### src/rtl/io_ctrl.sv
// Memory-mapped board I/O: keys (sync + debounce + sticky press flags), switches, LEDs, 7-seg.
// Latency: reads return one cycle after re, writes visible next cycle; backpressure: none, one access per cycle.
module io_ctrl #(
  parameter int unsigned       DBITS           = 32,
  parameter int unsigned       KEY_BITS        = 4,
  parameter int unsigned       SW_BITS         = 10,
  parameter int unsigned       LEDR_BITS       = 10,
  parameter int unsigned       LEDG_BITS       = 8,
  parameter int unsigned       HEX_DIGITS      = 4,
  parameter logic [15:0]       DEBOUNCE_CYCLES = 16'd50000,
  parameter logic [DBITS-1:0]  ADDR_HEX        = 32'hF0000000,
  parameter logic [DBITS-1:0]  ADDR_LEDR       = 32'hF0000004,
  parameter logic [DBITS-1:0]  ADDR_LEDG       = 32'hF0000008,
  parameter logic [DBITS-1:0]  ADDR_KEY        = 32'hF0000010,
  parameter logic [DBITS-1:0]  ADDR_SW         = 32'hF0000014,
  parameter logic [DBITS-1:0]  ADDR_KSTAT      = 32'hF0000110
) (
  input  logic                    clk,
  input  logic                    reset,
  input  logic [DBITS-1:0]        addr,
  input  logic                    we,
  input  logic [DBITS-1:0]        wdata,
  input  logic                    re,
  output logic [DBITS-1:0]        rdata,
  output logic                    rvalid,
  input  logic [KEY_BITS-1:0]     KEY,
  input  logic [SW_BITS-1:0]      SW,
  output logic [LEDR_BITS-1:0]    LEDR,
  output logic [LEDG_BITS-1:0]    LEDG,
  output logic [7*HEX_DIGITS-1:0] HEX
);

  function automatic logic [6:0] seg7(input logic [3:0] n);
    logic [6:0] s;
    case (n)
      4'h0: s = 7'b1000000;
      4'h1: s = 7'b1111001;
      4'h2: s = 7'b0100100;
      4'h3: s = 7'b0110000;
      4'h4: s = 7'b0011001;
      4'h5: s = 7'b0010010;
      4'h6: s = 7'b0000010;
      4'h7: s = 7'b1111000;
      4'h8: s = 7'b0000000;
      4'h9: s = 7'b0010000;
      4'hA: s = 7'b0001000;
      4'hB: s = 7'b0000011;
      4'hC: s = 7'b1000110;
      4'hD: s = 7'b0100001;
      4'hE: s = 7'b0000110;
      default: s = 7'b0001110;
    endcase
    return s;
  endfunction

  logic [KEY_BITS-1:0]     key_s1_q, key_s1_d, key_s2_q, key_s2_d;
  logic [KEY_BITS-1:0]     key_acc_q, key_acc_d, key_acc_dly_q, key_acc_dly_d;
  logic [15:0]             cnt_q [KEY_BITS];
  logic [15:0]             cnt_d [KEY_BITS];
  logic [SW_BITS-1:0]      sw_s1_q, sw_s1_d, sw_s2_q, sw_s2_d;
  logic [KEY_BITS-1:0]     kstat_q, kstat_d;
  logic [DBITS-1:0]        hex_reg_q, hex_reg_d;
  logic [7*HEX_DIGITS-1:0] hex_seg_q, hex_seg_d;
  logic [LEDR_BITS-1:0]    ledr_q, ledr_d;
  logic [LEDG_BITS-1:0]    ledg_q, ledg_d;
  logic [DBITS-1:0]        rdata_q, rdata_d;
  logic                    rvalid_q, rvalid_d;

  logic [DBITS-3:0]        word;
  logic                    hit_hex, hit_ledr, hit_ledg, hit_key, hit_sw, hit_kstat;
  logic [KEY_BITS-1:0]     press, w1c;
  logic [DBITS-1:0]        rd_val;
  logic                    addr_unused;

  assign addr_unused = ^addr[1:0];
  assign word      = addr[DBITS-1:2];
  assign hit_hex   = (word == ADDR_HEX[DBITS-1:2]);
  assign hit_ledr  = (word == ADDR_LEDR[DBITS-1:2]);
  assign hit_ledg  = (word == ADDR_LEDG[DBITS-1:2]);
  assign hit_key   = (word == ADDR_KEY[DBITS-1:2]);
  assign hit_sw    = (word == ADDR_SW[DBITS-1:2]);
  assign hit_kstat = (word == ADDR_KSTAT[DBITS-1:2]);

  always_comb begin
    key_s1_d = KEY;
    key_s2_d = key_s1_q;
    sw_s1_d  = SW;
    sw_s2_d  = sw_s1_q;

    // Counter tracks consecutive cycles the synced level disagrees with the accepted one.
    key_acc_d = key_acc_q;
    for (int i = 0; i < KEY_BITS; i++) begin
      cnt_d[i] = '0;
      if (key_s2_q[i] != key_acc_q[i]) begin
        if (cnt_q[i] == DEBOUNCE_CYCLES - 16'd1) begin
          key_acc_d[i] = key_s2_q[i];
        end else begin
          cnt_d[i] = cnt_q[i] + 16'd1;
        end
      end
    end
    key_acc_dly_d = key_acc_q;

    press   = key_acc_dly_q & ~key_acc_q;
    w1c     = (we && hit_kstat) ? wdata[KEY_BITS-1:0] : '0;
    kstat_d = (kstat_q & ~w1c) | press;

    hex_reg_d = (we && hit_hex)  ? wdata                 : hex_reg_q;
    ledr_d    = (we && hit_ledr) ? wdata[LEDR_BITS-1:0]  : ledr_q;
    ledg_d    = (we && hit_ledg) ? wdata[LEDG_BITS-1:0]  : ledg_q;
    for (int i = 0; i < HEX_DIGITS; i++) begin
      hex_seg_d[7*i +: 7] = seg7(hex_reg_d[4*i +: 4]);
    end

    // Read mux sees pre-write state, so a same-cycle write is not observed.
    rd_val = '0;
    if (hit_hex)   rd_val = hex_reg_q;
    if (hit_ledr)  rd_val[LEDR_BITS-1:0] = ledr_q;
    if (hit_ledg)  rd_val[LEDG_BITS-1:0] = ledg_q;
    if (hit_key)   rd_val[KEY_BITS-1:0]  = ~key_acc_q;
    if (hit_sw)    rd_val[SW_BITS-1:0]   = sw_s2_q;
    if (hit_kstat) rd_val[KEY_BITS-1:0]  = kstat_q;
    rdata_d  = re ? rd_val : rdata_q;
    rvalid_d = re;
  end

  always_ff @(posedge clk) begin
    if (!reset) begin
      key_s1_q      <= '1;
      key_s2_q      <= '1;
      key_acc_q     <= '1;
      key_acc_dly_q <= '1;
      for (int i = 0; i < KEY_BITS; i++) cnt_q[i] <= '0;
      sw_s1_q       <= '1;
      sw_s2_q       <= '1;
      kstat_q       <= '0;
      hex_reg_q     <= '0;
      hex_seg_q     <= {HEX_DIGITS{7'b1000000}};
      ledr_q        <= '0;
      ledg_q        <= '0;
      rdata_q       <= '0;
      rvalid_q      <= 1'b0;
    end else begin
      key_s1_q      <= key_s1_d;
      key_s2_q      <= key_s2_d;
      key_acc_q     <= key_acc_d;
      key_acc_dly_q <= key_acc_dly_d;
      for (int i = 0; i < KEY_BITS; i++) cnt_q[i] <= cnt_d[i];
      sw_s1_q       <= sw_s1_d;
      sw_s2_q       <= sw_s2_d;
      kstat_q       <= kstat_d;
      hex_reg_q     <= hex_reg_d;
      hex_seg_q     <= hex_seg_d;
      ledr_q        <= ledr_d;
      ledg_q        <= ledg_d;
      rdata_q       <= rdata_d;
      rvalid_q      <= rvalid_d;
    end
  end

  assign rdata  = rdata_q;
  assign rvalid = rvalid_q;
  assign LEDR   = ledr_q;
  assign LEDG   = ledg_q;
  assign HEX    = hex_seg_q;

endmodule

### config.mk
export PLATFORM = sky130hd
export DESIGN_NAME = io_ctrl
export DESIGN_NICKNAME = d
export VERILOG_FILES = /design/src/rtl/io_ctrl.sv
export SDC_FILE = /design/constraint.sdc
export NUM_CORES = 1
export LEC_CHECK = 0
export CAP_MARGIN = 5
export CORE_MARGIN = 2
export CORE_UTILIZATION = 30
export CTS_CLUSTER_SIZE = 20
export DETAILED_ROUTE_END_ITERATION = 10
export GPL_TIMING_DRIVEN = 0
export SLEW_MARGIN = 10
export SYNTH_ARGS = -nofsm -noshare
export SYNTH_HDL_FRONTEND = slang
export SYNTH_SLANG_ARGS = --single-unit
### constraint.sdc
create_clock -name clk -period 8.05 [get_ports clk]
set_clock_uncertainty 0.05 [all_clocks]
set_input_delay 1.61 -clock clk [delete_from_list [all_inputs] [get_ports clk]]
set_output_delay 1.61 -clock clk [all_outputs]
set_load 0.005 [all_outputs]
# Word-level counts from Yosys, hierarchy flattened
# Memory sizes are Yosys's and may differ from the RTL's. A register that Yosys moved wholly into a read port is not among the register bits.
# Index checks and enable logic that the tools add are counted.
# op_classes
addsub	4
n_eq_ne	14
n_mux	22
bitwise	9
n_reduce_logical	12
# ops
op	n
2-to-1 mux 16 bit	13
equality test 30 bit (second input constant)	6
adder 16 x 1 -> 16 bit (second input constant)	4
equality test 16 bit (second input constant)	4
2-to-1 mux 32 bit	1
2-to-1 mux 10 bit	2
2-to-1 mux 4 bit	3
AND 4 bit	2
2-to-1 mux 8 bit	1
NOT 4 bit	2
AND reduction 2 bit	4
logical AND 1 bit	4
zero test 1 bit	4
inequality test 1 bit	4
bitwise OR 1 bit	4
bitwise OR 4 bit	1
2-to-1 mux 1 bit	2
# totals
register_bits	123
mem_bits_rw	64
romBits	448
inputBits	82
output_inout_bits	79
mem_count	5
# memory_table
memory	words	width	read_ports	rd_ports_with_merged_regs	write_ports	line	text
(no name shown)	16	7	1	1	0	35	case (n)
(no name shown)	16	7	1	1	0	35	
(no name shown)	16	7	1	1	0	35	
(no name shown)	16	7	1	1	0	35	
cnt_q	4	16	4	0	4	58	logic [15:0] cnt_q [KEY_BITS];

# Logic depth before layout (Yosys ltp)
# Gate-level depths: netlist of run 1.
# logic_depth
depth_word	7
ltp_mapped	15
depth_no_buf	11

# Least setup slack after synthesis of run 1
# Ideal clock, no wire load.
# synth_path
path_kind	input port to flip-flop
start	input port addr[5]
end	register hex_seg_q[13] (netlist: HEX[13])
arrival_ps	4965
slack_ps	2911
cell_stages	13
n_path_buf	4
path_cell_list	or4_1 or4_1 buf_2 or4_4 buf_6 buf_6 buf_2 mux2i_1 inv_1 ha_1 a21oi_1 nor3_1 a2111o_1
# synth_via
elab_chain_len	3
# synth_lines
item	line	text
start: declaration	20	input logic [DBITS-1:0] addr,
equality test 30 bit	77	assign hit_hex = (word == ADDR_HEX[DBITS-1:2]);
logical AND 1 bit	108	hex_reg_d = (we && hit_hex) ? wdata : hex_reg_q;
2-to-1 mux 16 bit	108	
via hex_reg_d[4]	62	logic [DBITS-1:0] hex_reg_q, hex_reg_d;
end: declaration	63	logic [7*HEX_DIGITS-1:0] hex_seg_q, hex_seg_d;
# The timed path passes the listed nets, and every way through them passes these cells.
# A chain may end at the register's enable or synchronous reset.

# Worst setup path after layout of run 1
# layout_path
start	input port addr[5]
end	register hex_seg_q[20] (netlist: HEX[20])
# The elaborated chain is that of the path after synthesis.

==> flow_results.org, run 1 <==
** Status
- The flow ran to the end, and the final reports show no timing, DRC or antenna violations.

** Worst setup path
- Reg-to-reg slack, setup :: 5680 ps
- Number of cells on the worst reg-to-reg path :: 8
- Required time worst endpoint :: 8410 ps
- Worst Path Arrival :: 5920 ps
- In this design, the stage delay of the slowest critical-path cell is 590 ps.
- Tracing the worst setup path back leads to its startpoint at addr[5].
- The critical path in this run is classified as input port to flop.
- The worst setup path is captured at a flop.
- The critical path goes through clkdlybuf4s50_1 -> or4_1 -> or4_1 -> buf_2 -> or4_4 -> buf_6 -> buf_6 -> buf_2 -> mux2i_1 -> inv_1 -> ha_1 -> a21oi_1 -> nor3_1 -> a2111o_1.
- Together, buffers and inverters on the worst path number 6.
- Cell count along the critical path :: 14
- CP Launch Type :: input port
- Worst-path cell with the longest stage delay :: or4_1
- R2r startpoint :: cnt_q[1][0]
- Broken down by cell family, the worst path's largest delay share belongs to simple AND/OR/NAND/NOR gates.
- Of all nets on the critical path, the largest fanout is 10.

** Job
- Max-cap viol count :: 0

** Floorplanning
- After floorplanning, the core was sized to cover 31310 um^2.
- The initial utilization of the core area, before any placement, comes to 30.30%.
- Standard-cell rows :: 65
- Pin placement for this block handled 161 I/O pins.
- Vertical die dimension :: 181.8 um
- Chip Width :: 181.8 um
- Area enclosed by the die boundary :: 33060 um^2

** Placement
- OpenSTA, run right after detailed placement, puts the worst setup slack at 1955 ps.
- After detailed placement, the total cell area comes to 11510 um^2.
- Post-DP HPWL :: 20480 um
- In this run the tool buffered the top-level ports with 152 buffer cells.
- RD Place Congestion :: 0.9129

** Final layout
- Of the cells placed in the final design, the portion with a size suffix greater than 1 is 5.696%.
- 0 antenna diodes ended up in the layout.
- Final-layout fill cell count :: 3075
- Compared with the post-synthesis result, the final layout area differs by 30.02%.
- Final Net Count :: 1359
- After routing the design area is 12330 um^2.

** Timing
- Final min period :: 5554 ps
- The number of failing hold endpoints at the final stage is 0.
- Setup slack closes at 2496 ps.
- The final count of pins violating max slew came to 0.
- Measured against its own limit, the worst slew margin works out to 20.18%.
- The final critical path takes up 69.00% of the cycle.
- Final setup violation count :: 0
- Based on the critical path, the design can be clocked at up to 0.1800 GHz.
- Adding up every negative setup slack in the final design gives 0 ps.
- Transition time at the pin with the least slew margin :: 1186 ps
- Setup repair after global routing left no endpoint under its margin.

** Routing
- The routed layout has 8080 vias.
- Wires add up to 27340 um.
- Number of remaining DRC errors :: 0
- Using the TritonRoute via totals, the vias-per-cell ratio works out to 4.850.
- Wire per inst :: 16.41 um
- Antenna violation net count after detailed routing :: 0
- The first TritonRoute pass finished after 5 iterations.
- Initial detailed-routing violation count :: 441

** Clock network
- Clk slew on worst S/H paths :: 60 ps
- TritonCTS built the clock tree.
- The clock passes through at most 3 buffers.
- In this run, post-CTS repair resized a total of 0 instances.
- TritonCTS created 25 clock buffers.
- Buffers added to address setup during post-CTS repair amount to 0.
- Clk root buf :: clkbuf_16
- The number of hold buffers added after CTS was 0.
- Counting every sink on the clock net gives 215.
- Clock latency on the worst-skew pair, taken at its later pin, is 530 ps.
- In this run the number of H-tree levels came out at 1.

** Power and ir drop
- Cell internal power was estimated by the tool at 1792 uW.
- Summed over all nets, the switching power comes to 510.5 uW.
- Combinational fraction of design power :: 4.4%
- The completed layout was analyzed and its total power is 2303 uW.
- Clock share of power :: 49.0%
- Relative contribution of sequential cells to total power :: 46.6%
- Switching Fraction :: 22.17%
- Leakage power summed over all cells :: 0.004562 uW
- Across the VDD grid, the largest voltage drop is 0.0001434 V.
- Power density over the cells :: 186.7 nW/um^2

** Global routing
- Aggregate global-route resource usage :: 16.35%
- The first global-routing pass estimated 43200 um of wire.
- Vias in the first global route :: 7942
- Number of antenna violations at the first check in global routing :: 0
- Sum of overflow across all layers after global routing :: 0
- Largest net degree at the start of global routing :: 14

** Synth
- Counting every net in the synthesized netlist gives 1180.
- After synthesis, the mean cell area works out to 8.891 um^2.
- Flops & latches, synth :: 215
- The number of different library cells used by synthesis comes to 65.
- Synthesis produced a netlist whose cell count is 1067.
- Total number of yosys warnings :: 0
- Share of async-settable or async-resettable flops after synthesis :: 0%
- After synthesis, flip-flops and latches occupy 45.37% of the total area.
- Post-synthesis instance area :: 9487 um^2
- The most used flip-flop cell after synthesis is dfxtp_1.
- The synthesized design contains 0 enable-type register cells.

** Min path
- The tightest min-delay check is of the flop to flop type.
- Min-delay src :: sw_s1_q[7]
- Number of instances on the worst hold path :: 1
through the flow:
| stage | hold WS [ps] | instances | util [%] |
|---|---|---|---|
| detailed placement | 345.6 | 1621 | 36.76 |
| finish | 355.1 | 1666 | 39.39 |
| CTS | 357.6 | 1666 | 39.39 |
| global placement | 339.1 | 1621 | 36.76 |
| global route | 375.4 | 1666 | 39.39 |
| floorplan | 336.3 | 1067 | - |
cell type report:
type	count	area [um^2]	share of cell area [%]
buffer	55	230.2	1.867
clock buffer	33	695.7	5.640
clock inverter	12	127.6	1.035
inverter	35	131.4	1.065
multi-input combinational	762	4821	39.09
sequential	215	4304	34.90
tap	402	503.0	4.078
timing repair buffer	152	1521	12.34
metal layers:
metal / global-route usage, % / part of all wire (%) / vias up
li1: - / - / 4018
met1: 21.50 / 45 / 3810
met2: 27.16 / 46 / 211
met3: 3.309 / 6.1 / 41
met4: 4.683 / 2.4 / 0
met5: 0 / 0 / -
sequential cells by signal, indices dropped and copies added, names as in the netlist:
name,cells
key_s1_q,4
key_s2_q,4
hex_reg_q,32
LEDR,10
kstat_q,4
key_acc_dly_q,4
sw_s2_q,10
key_acc_dly_d,4
cnt_q,64
rdata,32
LEDG,8
HEX,28
sw_s1_q,10
rvalid,1
placed cells by master, fill, tap and decap left out, types with 7 or more instances in the layout:
cell             netlist  final
a21oi_1               44     44
a22oi_1               14     14
and3_1                14     14
and4_1                 8      8
buf_2                  7      7
clkbuf_1              42     46
clkbuf_16              0     25
clkdlybuf4s50_1        0    152
clkinv_2               0      8
dfxtp_1              215    215
ha_1                  31     31
inv_1                 34     34
mux2_2                 9      9
mux2i_1               56     56
nand2_1              108    108
nand2b_1              39     39
nand3_1               52     52
nand4_1               15     15
nor2_1               152    152
nor2b_1               18     18
nor3_1                12     12
nor4_1                 9      9
o21ai_0               31     31
o2bb2ai_1              8      8
xnor2_1               23     23
xor2_1                38     38
kinds of logic (layout without fill, tap and decap cells):
family | Yosys count | in the layout | share of synthesized area, %
compound gates | 144 | 144 | 9.945
xor+xnor | 61 | 61 | 5.632
fa+ha+maj | 31 | 31 | 4.089
buf+inv | 90 | 287 | 3.811
flops | 215 | 215 | 45.37
mux | 70 | 70 | 7.887
simple gates | 456 | 456 | 23.27
power by group through the flow:
| stage | clock network (uW) | registers [uW] | logic, uW |
|---|---|---|---|
| final | 1130 | 1070 | 101 |
| after global placement | 0 | 1100 | 101 |
| after floorplan | 0 | 1100 | 38.9 |
| after CTS | 1150 | 1070 | 102 |
| after global routing | 1200 | 1070 | 109 |
| after detailed placement | 0 | 1100 | 101 |
synth_stat cells (all sizes together) (9+ instances only):
cell type  number  share of area, %
nor4           10              0.82
nand2b         39               2.6
nor2          152               6.0
nand3          52               2.7
ha             31               4.1
nand2         108               4.3
nand4          15              0.99
mux2i          61               6.8
dfxtp         215                45
o21ai          32               1.7
a22oi          14               1.1
nor3           12              0.63
buf            13              0.76
and3           14              0.92
inv            34               1.3
nor2b          18               1.2
xnor2          23               2.1
xor2           38               3.5
a21oi          44               2.3
mux2            9               1.1
clkbuf         42               1.7
final timing paths:
kind             endpoint
max               HEX[20]
min            sw_s2_q[7]
max reg2reg  cnt_q[1][11]
min reg2reg    sw_s2_q[7]
Note: power is estimated with default switching activity, not from simulation.
==> inputs of run 2 (changes only) <==
- clock period: 8.05 -> 4.75 ns (I/O delays scaled with it)
==> run 2 against run 1 <==
Against the previous run:
- global-route usage is essentially flat
- wire length grew 0.61%
- largest power group unchanged
- die area is the same
- via count grew 0.90%
- critical path depth shrank 1
- critical path type unchanged
- sequential share of layout area shrank 0.44 points
==> flow_results.org, run 2 (synthesis gave the netlist of run 1 again) <==
** Worst setup path
- Required time worst endpoint :: 5100 ps
- Largest fanout on the critical path :: 10
- CP Launch Type :: input port
- Worst Path Arrival :: 4890 ps
- STA classifies the critical path endpoint as a flop.
- The critical path is of the input port to flop type.

** Routing
- Wire per inst :: 16.43 um
- Summed over all nets, wire length on met3 after detailed routing comes to 1797 um.
- Once detail routing completed, the nets flagged for antenna violations numbered 0.
- For this run, the detailed router's first-pass iteration total came to 5.
- Sum of routed wire segments on met1 :: 12360 um
- For this run, design rule violations remaining after detail routing come to 0.
- Summed over all nets, wire length on met2 after detailed routing comes to 12650 um.
- Total detailed-routing wirelength :: 27500 um
- Detailed routing inserted a total of 8153 vias.
- The highest layer touched by signal routing is met4.
- Initial detailed-routing violation count :: 444
- Dividing the detail-routed via count by the number of cells gives 4.870.

** Timing
- Max_slew headroom :: 20.77%
- Of the available clock period, the critical path in the final layout requires 95.72%.
- Final setup violation count :: 0
- Summed over all failing endpoints, the final setup total negative slack is 0 ps.
- Static timing analysis puts the maximum clock frequency at 0.2199 GHz.
- Final min period :: 4547 ps
- Count of endpoints failing hold in the final timing report :: 0
- Transition time at the pin with the least slew margin :: 1178 ps
- The final count of pins violating max slew is 0.
- Final worst slack :: 203.3 ps
- Setup repair after global routing missed its margin :: false

** Final layout
- Number of cells in the finished layout apart from fillers :: 1674
- Leaving out fill and tap cells, the most frequent cell in the layout is dfxtp_1.
- Of the cells placed in the final design, the portion with a size suffix greater than 1 is 6.918%.
- Area Overhead vs Synth :: 31.69%
- For this run, the post-layout net count is 1367.
- Commonest cells after routing, fill and taps aside :: 215 x dfxtp_1, 152 x nor2_1, 152 x clkdlybuf4s50_1
- Number of flip-flops in the largest register :: 64
- cnt_q holds more flip-flops than any other register.
- N_diodes :: 0

** Power and ir drop
- Power spread over the standard cell area amounts to 312.6 nW/um^2.
- For this design the static power due to leakage is 0.004561 uW.
- VDD sags by at most 0.0002431 V.

** Clock network
- The cell sitting at the root of the clock tree is a clkbuf_16.
- CTS tree :: yes
- Source-to-sink clock delay at the later pin of the worst-skew pair :: 530 ps
- Clk slew on worst S/H paths :: 50 ps
- In this run, CTS created clock tree buffers numbering 25.
- Clock tree synthesis found a total of 215 sinks.
- In this run the number of H-tree levels came out at 1.
- Hold bufs inserted after CTS :: 0
- Maximum buffer depth of the clock tree :: 3

** Job
- Max-cap violations in this run came to 0.

** Min path
- The tightest min-delay check is of the flop to flop type.

** Placement
- Before CTS, the worst setup slack after placement is -685.5 ps.
- Post-DP HPWL :: 20480 um
- Buffers placed on the I/O ports in this run total 152.
- At the end of routability-driven placement, the weighted congestion stood at 0.9129.
- After detailed placement, the design holds a cell count of 1621.

** Global routing
- Entering global routing, the biggest net connects 14 pins.
- Sum of overflow across all layers after global routing :: 0
- For this run, the total global-route usage over all layers was measured as 16.36%.
- Global-route wire length before repair :: 43250 um
- Vias in the first global route :: 7960
- Number of antenna violations at the first check in global routing :: 0

** Floorplanning
- Row generation in the floorplan step produced 65 rows.
- In this run the horizontal extent of the chip is 181.8 um.
- Once the floorplan was initialized, standard cells occupied 30.30% of the core.
- The die covers 33060 um^2.
- Measured along the y axis, the die boundary spans 181.8 um.
- The total area inside the core boundary comes to 31310 um^2.
- For this design the top-level I/O count stands at 161.

** Status
- The flow ran to the end, and the final reports show no timing, DRC or antenna violations.
-- run 2: cell types whose count changed in the layout (fill, tap and decap cells not counted), sizes merged --
cell / change
buf: +8
-- run 2: where the power goes --
part	internal [uW]	leakage, uW	total, uW	switching (uW)
clock network	1140	0.000411	1910	770
registers	1820	0.00174	1820	4.00
logic	79.8	0.00241	174	93.9
total	3040	0.00456	3910	868
-- run 2: worst paths after layout --
kind                    start           end  slack, ps  depth (start not counted)
setup / recovery      addr[5]       HEX[21]        200                         13
hold / removal     sw_s1_q[7]    sw_s2_q[7]        350                          1
hold reg to reg    sw_s1_q[7]    sw_s2_q[7]        350                          1
setup reg to reg  cnt_q[1][0]  cnt_q[1][11]       2380                          8
-- run 2: layer usage --
metal  track usage, %  vias up
met2            27.07      225
met5                0        -
met3            3.329       41
met1            21.52     3849
li1                 -     4038
met4            4.878        0
-- run 2: repair_timing --
item                                    CTS  global route
cloned                                    0             0
resized for setup                         5            14
pin swaps                                 0             0
setup buffers                             0             8
endpoints found under the setup margin    7            12
-- run 2: layout make-up --
cell class                      count  area (um^2)
Timing Repair Buffer              160         1582
Sequential cell                   215         4304
Tap cell                          402        503.0
Clock inverter                     12        127.6
Buffer                             55        236.5
Fill cell                        3057        18820
Multi-Input combinational cell    762         4913
Inverter                           35        131.4
Clock buffer                       33        695.7
-- run 2: worst max-delay path, cell delays in order --
cell             delay, ps
clkdlybuf4s50_1        410
or4_1                  590
or4_1                  470
buf_2                  200
or4_4                  520
buf_6                  150
buf_6                  160
buf_6                  190
mux2i_2                350
inv_1                  140
ha_1                   260
o211a_1                150
a311o_1                340
-- run 2: stage by stage --
stage               power (uW)  hold slack (ps)  utilization (%)  area [um^2]
floorplan                 1924            336.3                -         9487
global placement          2031            339.1            36.76        11510
detailed placement        2031            345.6            36.76        11510
CTS                       3948            357.6            39.45        12350
global route              4036            375.4            39.90        12490
finish                    3906            354.8            39.90        12490
==> inputs of run 3 (changes only) <==
- CORE_UTILIZATION: 30 -> 48
- HOLD_SLACK_MARGIN: unset -> 0.05
- PLACE_DENSITY_LB_ADDON: unset -> 0.2
==> run 3 against run 2 <==
Against the previous run:
- critical path depth increased by 1
- non-clock buffer count decreased by 6
- clock-buffer cell count increased by 4
- sequential power about the same
- global-route usage increased by 7.4 points
- first-iteration DRC count increased by 25%
- via count increased by 1.0%
- die area decreased by 37%
- worst setup slack got worse by 32 ps
- critical path type unchanged
- highest routed layer unchanged
==> flow_results.org, run 3 (synthesis gave the netlist of run 1 again) <==
** Global routing
- The first global-routing pass estimated 39390 um of wire.
- Met2 global-route usage :: 38.64%
- The number of global-route vias before repair came to 7825.
- The global routing stage identified its most utilized layer as met2.
- M1 GR Usage :: 32.35%
- Sum of overflow across all layers after global routing :: 0
- Number of antenna violations at the first check in global routing :: 0
- Met3 global-route usage :: 4.040%
- Entering global routing, the biggest net connects 13 pins.
- Aggregate global-route resource usage :: 23.79%

** Job
- Max-cap viol count :: 0

** Final layout
- After routing the design area is 12170 um^2.
- The register with the most flip-flops in the layout has 64 of them.
- The register with the most flip-flops in the final layout is cnt_q.
- In the final layout, the share of cells above drive strength 1 is 5.789%.
- Number of cells in the finished layout apart from fillers :: 1526
- Most common cell after layout, fill and taps aside :: dfxtp_1
- The number of antenna diodes in the final layout is 0.
- In the layout the commonest cells are 215 x dfxtp_1, 152 x nor2_1, 152 x clkdlybuf4s50_1.
- Final Net Count :: 1359
- Area Overhead vs Synth :: 28.32%

** Routing
- For this run, design rule violations remaining after detail routing come to 0.
- The routed layout has 8236 vias.
- For this run, the detailed router's first-pass iteration total came to 6.
- Wires add up to 25170 um.
- For this block, the initial DRC count from the detailed router was 556.
- The count of nets left with antenna violations once routing finished came out at 0.
- After detailed routing, the number of vias per cell comes to 5.397.
- In the final routed layout, each cell accounts on average for 16.49 um.

** Clock network
- Maximum buffer depth of the clock tree :: 3
- The clock reaches the later pin of the worst-skew pair after 510 ps.
- TritonCTS built the clock tree.
- CTS built an H-tree with a depth of 1.
- CTS saw 215 sinks.
- Number of buffers added by the clock tree synthesis step :: 23
- Clk root buf :: clkbuf_16
- Clk slew on worst S/H paths :: 60 ps

** Worst setup path
- Critical path type :: input port to flop
- The largest individual stage delay along the critical path comes from the cell or4_1.
- Required time worst endpoint :: 5090 ps
- Of all nets on the critical path, the largest fanout is 10.
- Type of element capturing the critical path :: flop
- The signal on the critical path passes through clkdlybuf4s50_1 -> or4_1 -> or4_1 -> buf_2 -> or4_4 -> buf_6 -> buf_6 -> buf_4 -> mux2i_4 -> inv_1 -> ha_1 -> a21oi_1 -> nor3_1 -> a2111o_1.
- CP Launch Type :: input port
- Peak per-stage delay on the critical path :: 580 ps
- Worst Path Arrival :: 4920 ps

** Status
- Outcome :: finished, final reports clean

** Timing
- At the pin with the least slew margin, the transition time is 1129 ps.
- Timing would allow up to 0.2184 GHz.
- Pins Over Slew Limit :: 0
- The number of failing hold endpoints at the final stage is 0.
- Final period util :: 96.40%
- Max_slew headroom :: 24.13%
- Final setup violation count :: 0
- Setup repair after global routing missed its margin :: false
- Setup tns final :: 0 ps
- Final min period :: 4579 ps

** Power and ir drop
- Leakage power summed over all cells :: 0.004471 uW
- Dividing total power by cell area gives a power density of 305.0 nW/um^2.
- Peak supply drop :: 0.0001956 V

** Floorplanning
- Chip Width :: 144.6 um
- Area enclosed by the die boundary :: 20900 um^2
- Vertical die dimension :: 144.6 um
- The total area inside the core boundary comes to 19400 um^2.
- Top Ports :: 161
- Once the floorplan was initialized, standard cells occupied 48.90% of the core.
- The initialized floorplan defines 51 standard-cell rows.

** Placement
- Summing all placed instances gives a cell area of 11340 um^2.
- The HPWL after detailed placement is 18090 um.
- Quantity of I/O buffers inserted on ports :: 152
- After detailed placement, the design holds a cell count of 1484.
- RD Place Congestion :: 0.9484

** Min path
- The tightest min-delay check is of the flop to flop type.
run 3: cell types whose count changed in the layout (fill, tap and decap cells not counted), sizes merged:
cell | previous run | this run
clkinv | 9 | 2
clkinvlp | 1 | 0
buf | 21 | 15
clkbuf | 75 | 79
bufinv | 2 | 1
run 3: through the flow:
| step | utilization [%] | total power (uW) | setup slack (ps) | hold slack, ps |
|---|---|---|---|---|
| finish | 62.75 | 3712 | 171.2 | 352.1 |
| global route | 62.75 | 3825 | 18.84 | 368.9 |
| CTS | 62.16 | 3732 | 18.91 | 355.5 |
| detailed placement | 58.46 | 2027 | -603.9 | 342.5 |
| global placement | 58.46 | 2026 | -585.1 | 339.3 |
| floorplan | - | 1924 | 271.0 | 336.3 |
run 3: final timing paths:
path,depth (start not counted),start,slack (ps),to
worst max-delay path,14,addr[5],170,HEX[13]
worst min-delay path,1,sw_s1_q[5],350,sw_s2_q[5]
worst max register to register,8,cnt_q[1][0],2310,cnt_q[1][14]
worst min register to register,1,sw_s1_q[5],350,sw_s2_q[5]
run 3: cell type report:
type	instances	area (um^2)
clock inverters	3	43.79
plain buffers	55	232.7
repair buffers	154	1536
flip-flops and latches	215	4304
well taps	265	331.6
clock buffers	37	668.1
multi-input cells	762	4925
inverters	35	131.4
fillers	1691	7226
run 3: timing repair:
action | 4_1_cts | 5_1_grt
hold buffers | 0 | 0
gates resized for setup | 2 | 17
buffers inserted | 0 | 2
setup endpoints to repair | 2 | 11
run 3: metal layers:
layer | wire length, um | vias to the layer above
li1 | - | 4027
met1 | 11070 | 3835
met2 | 11620 | 313
met3 | 1819 | 61
met4 | 656 | 0
met5 | 0 | -
run 3: report_power, final:
part	total, uW	internal [uW]	leakage [uW]	switching (uW)
Combinational	171	79.7	0.00239	91.4
Sequential	1820	1820	0.00174	4.32
Clock	1720	1010	0.000347	709
run 3: worst max-delay path, delay by kind of cell:
family / cells / cell delay, ps
and+or+nand+nor: 4 / 1600
buffers and inverters: 6 / 1270
AOI/OAI and AO/OA: 2 / 560
muxes: 1 / 270
adders and majority gates: 1 / 270
